===== config.mk =====
export PLATFORM = sky130hd
export DESIGN_NAME = serial_adder
export DESIGN_NICKNAME = d
export VERILOG_FILES = /design/src/rtl/serial_adder.sv
export SDC_FILE = /design/constraint.sdc
export NUM_CORES = 1
export LEC_CHECK = 0
export ABC_AREA = 1
export CORE_MARGIN = 4
export CORE_UTILIZATION = 54
export CTS_BUF_LIST = sky130_fd_sc_hd__clkbuf_8
export DETAILED_ROUTE_END_ITERATION = 8
export GPL_TIMING_DRIVEN = 0
export PLACE_DENSITY = 0.83
export SLEW_MARGIN = 10
export SYNTH_ARGS = -nofsm -noshare
export SYNTH_HDL_FRONTEND = slang
export SYNTH_SLANG_ARGS = --single-unit

===== constraint.sdc =====
create_clock -name clk -period 1.5 [get_ports clk]
set_input_delay 0.225 -clock clk [delete_from_list [all_inputs] [get_ports clk]]
set_output_delay 0.225 -clock clk [all_outputs]
set_load 0.03 [all_outputs]

===== src/rtl/serial_adder.sv =====
`default_nettype none
// ============================================================================
// Module   : serial_adder
// Brief    : Bit-serial WIDTH-bit adder, LSB first, one full-adder cell per clock.
// Revision : 1.0 - initial release
// ============================================================================
module serial_adder #(
    parameter int WIDTH = 8
) (
    input  logic             clk,
    input  logic             rst_n,
    input  logic             start,
    input  logic [WIDTH-1:0] x,
    input  logic [WIDTH-1:0] y,
    input  logic             cin,
    output logic             busy,
    output logic             done,
    output logic [WIDTH-1:0] sum,
    output logic             cout
);

    localparam int CW = $clog2(WIDTH + 1);
    localparam logic [CW-1:0] c_last_bit = CW'(WIDTH - 1);

    typedef enum logic [1:0] {
        IDLE = 2'd0,
        ADD  = 2'd1,
        DONE = 2'd2
    } state_t;

    state_t           r_state;
    state_t           w_next;
    logic [WIDTH-1:0] r_a;
    logic [WIDTH-1:0] r_b;
    logic             r_carry;
    logic [CW-1:0]    r_cnt;
    logic             w_sbit;
    logic             w_cbit;
    logic             w_last;
    logic [WIDTH-1:0] w_res_next;

    assign w_sbit = r_a[0] ^ r_b[0] ^ r_carry;
    assign w_cbit = (r_a[0] & r_b[0]) | (r_carry & (r_a[0] ^ r_b[0]));
    assign w_last = (r_cnt == c_last_bit);
    assign busy   = (r_state == ADD);
    assign done   = (r_state == DONE);

    // Partial result holds the WIDTH-1 bits already produced; the newest bit
    // enters at the MSB so the completed word is available combinationally.
    generate
        if (WIDTH > 1) begin : g_wide
            logic [WIDTH-2:0] r_res;
            always_ff @(posedge clk or negedge rst_n) begin
                if (!rst_n)
                    r_res <= '0;
                else if (r_state == ADD)
                    r_res <= w_res_next[WIDTH-1:1];
            end
            assign w_res_next = {w_sbit, r_res};
        end else begin : g_narrow
            assign w_res_next = w_sbit;
        end
    endgenerate

    always_ff @(posedge clk or negedge rst_n) begin
        if (!rst_n)
            r_state <= IDLE;
        else
            r_state <= w_next;
    end

    always_comb begin
        w_next = r_state;
        case (r_state)
            IDLE:    if (start) w_next = ADD;
            ADD:     if (w_last) w_next = DONE;
            DONE:    w_next = IDLE;
            default: w_next = IDLE;
        endcase
    end

    always_ff @(posedge clk or negedge rst_n) begin
        if (!rst_n) begin
            r_a     <= '0;
            r_b     <= '0;
            r_carry <= 1'b0;
            r_cnt   <= '0;
            sum     <= '0;
            cout    <= 1'b0;
        end else begin
            case (r_state)
                IDLE: begin
                    if (start) begin
                        r_a     <= x;
                        r_b     <= y;
                        r_carry <= cin;
                        r_cnt   <= '0;
                    end
                end
                ADD: begin
                    r_a     <= r_a >> 1;
                    r_b     <= r_b >> 1;
                    r_carry <= w_cbit;
                    r_cnt   <= r_cnt + 1'b1;
                    if (w_last) begin
                        sum  <= w_res_next;
                        cout <= w_cbit;
                    end
                end
                default: ;
            endcase
        end
    end

endmodule
`default_nettype wire


==> results.md <==
- Status: completed
- Clock sinks: 39
- Nets: approximately 250
- Metal3 WL: roughly 160 um
- Design area: approximately 0.0022 mm2
- Vias: 1400
- CP Class: reg2out
- # IOs: 31
- Die width: about 65 um
- # setup viols final: 0
- Crit end category: primary output
- Seq pwr share: between 40% and 50%
- Worst r2r src: r_cnt[0]
- Max-cap violations: 0
- Cell Chain, Critical Path: inv_2 > nand2_4 > inv_8 > buf_8 > buf_6
- Worst-path maximum fanout: 10
- Num CTS Buffers: 5
- Clk_skew: approximately 0.0063 ns
- CTS root buf: clkbuf_8
- Static Leak: roughly 1.1 nW
- Core area: approximately 0.0031 mm2
- Slew Limit Fails: 0
- Core Util, Final: a little under three quarters
- Ys Warns: 0
- Routed Antenna Nets: 0
- Int Pwr: ~2.6 mW
- Diodes inserted: 0
- # H-tree levels: 2
- Final period util: between 90 and 100%
- Die area: 0.004171 mm2
- Die Ht: about 65 um
- Met2 wire length: about 1900 um
- Avg WL per Cell: ~13 um
- Slowest cell on the critical path: dfrtp_1
- Largest net degree at the start of global routing: 40
- Total grt overflow: 0
- GR Util All Layers: between 15 and 20%
- Max VDD drop: 0.9843 mV
- Worst Setup SP: r_state[1]
- Top Layer Used: met4
- DRT Pass-1 Iters: 4
- Max Root-Sink Buffers: 2
- CP top delay family: buffers and inverters
- Reg clk slew, reported paths: ~0.070 ns
- Cell row count: 20
- Switch share: 40.07%
- Post-DP HPWL: around 2600 um
- Most frequent cells in the layout: 70 x nand2_1, 47 x nand3_1, 38 x dfrtp_1
- P per Cell Area: 2011 mW/mm2
- Dpl cell area: approximately 0.0021 mm2
- Clock Latency Late Sink: between 0.2 and 0.3 ns
- Avg Cell Area, Syn: just over 9 um2
- Post-Syn Nets: ~210
- Layout area overhead: 26.41%
- Crit path arrival time: ~1.2 ns
- #FFs+latches synth: 39
- Class of the worst hold path: in2async
- Worst slew pin tran: roughly 0.84 ns
- Distinct cells, synth: 21
- Layout cells sized above 1: ~14%
- Most common cell after layout, fill and taps aside: nand2_1
- Crit path buf inv count: 4
- Period minus WS final: between 1 and 1.5 ns
- Clock power share: between 15 and 20%
- First-pass GRT wire length: roughly 6300 um
- WP data required: about 1.3 ns
- Slew Limit Headroom: 44.04%
- IO Port Bufs: 30
- Crit start category: flip-flop
- Initial DRC count: between 70 and 80
- Post-Syn Instances: 189
- Vias per std cell: just over 5
- Unrepaired setup endpoints after global routing: no
- GP Congestion: 0.8478
- # DRC: 0
- Initial antenna violation count: 0
- Starting density of the core: between 50 and 60%
- Vias in the first global route: 1350
- Psw: ~1.8 mW
- Fmax: 701.9 MHz
- Final Hold Fails: 0
- Crit-path max cell delay: between 0.3 and 0.4 ns
- Sequential-to-total area share from yosys stat: 56.44%
- Hold_ws: between 0.02 and 0.03 ns
- Met1 wire length: 1531 um
- CTS tree: built
- Logic pwr share: a little over two fifths
- Synthesized area: about 0.0017 mm2
- Final wirelength: ~3600 um
- Total power: around 4.4 mW
[Yosys cell counts, drive strengths merged]
library cell	count	area, um2
o21ai	6	30.03
xnor2	1	8.760
buf	10	97.59
fa	1	20.02
inv	6	27.52
ha	1	12.51
o21bai	1	7.510
nor2	3	21.27
nand2	73	286.5
dfrtp	39	975.9
nand4	1	6.260
nand3	47	235.2
[final timing paths]
check,end,slack [ns],depth (start not counted)
worst min register to register,sum[7],0.47,2
worst max register to register,sum[5],0.28,6
worst max-delay path,busy,0.08,5
worst min-delay path,sum[1],0.03,1
max in group asynchronous,r_state[0],0.89,1
min in group clk,r_a[7],0.47,3
[sequential cells by signal, indices dropped and copies added (netlist names)]
| signal | flops |
|---|---|
| cout | 1 |
| g_wide.r_res | 7 |
| r_a | 8 |
| r_b | 8 |
| r_carry | 1 |
| r_cnt | 4 |
| r_state | 2 |
| sum | 8 |
[per-stage QoR]
| stage | setup slack [ns] | TNS [ns] | instances |
|---|---|---|---|
| after floorplan | 0.3838 | 0 | 189 |
| final | 0.07525 | 0 | 274 |
| after global routing | 0.01560 | 0 | 274 |
| after detailed placement | -0.2035 | -0.2035 | 263 |
| after global placement | -0.6164 | -24.17 | 263 |
| after CTS | 0.007897 | 0 | 270 |
[power groups by stage]
stage | clock, mW | combinational (mW) | sequential (mW)
floorplan | 0 | 1.08 | 1.97
global placement | 0 | 1.82 | 1.77
detailed placement | 0 | 1.88 | 1.81
CTS | 0.719 | 1.81 | 1.79
global route | 0.776 | 2.09 | 1.85
finish | 0.709 | 1.90 | 1.79
[repair_timing]
item | in CTS | in global routing
pin swaps | 0 | 1
buffers inserted | 0 | 4
cloned | 0 | 0
gates resized for setup | 17 | 4
hold buffers | 0 | 0
setup endpoints to repair | 11 | 2
[layout make-up]
cell class / count / area [um2]
clock buffer: 6 / 82.58
inverter: 6 / 30.03
tap: 44 / 55.05
fill: 233 / 867.1
clock inverter: 1 / 5.005
timing repair buffer: 34 / 310.3
buffer: 10 / 97.59
multi-input combinational: 134 / 628.1
sequential: 39 / 977.2
[layer usage]
| metal | up-vias | global-route usage (%) |
|---|---|---|
| met5 | - | 0 |
| met4 | 0 | 7.388 |
| met3 | 6 | 5.546 |
| met2 | 33 | 32.47 |
| met1 | 669 | 24.14 |
| li1 | 692 | - |
[logic make-up (layout without fill, tap and decap cells)]
kind of cell               after synthesis  count (layout)  share of synthesized area (%)
AOI/OAI and AO/OA                        7               7                          2.171
xor gates and xnor gates                 1               1                         0.5066
adders and majority gates                2               2                          1.881
buffers and inverters                   16              57                          7.235
DFF                                     39              39                          56.44
and+or+nand+nor                        124             124                          31.77
No activity file was read; power rests on OpenSTA's default activity.
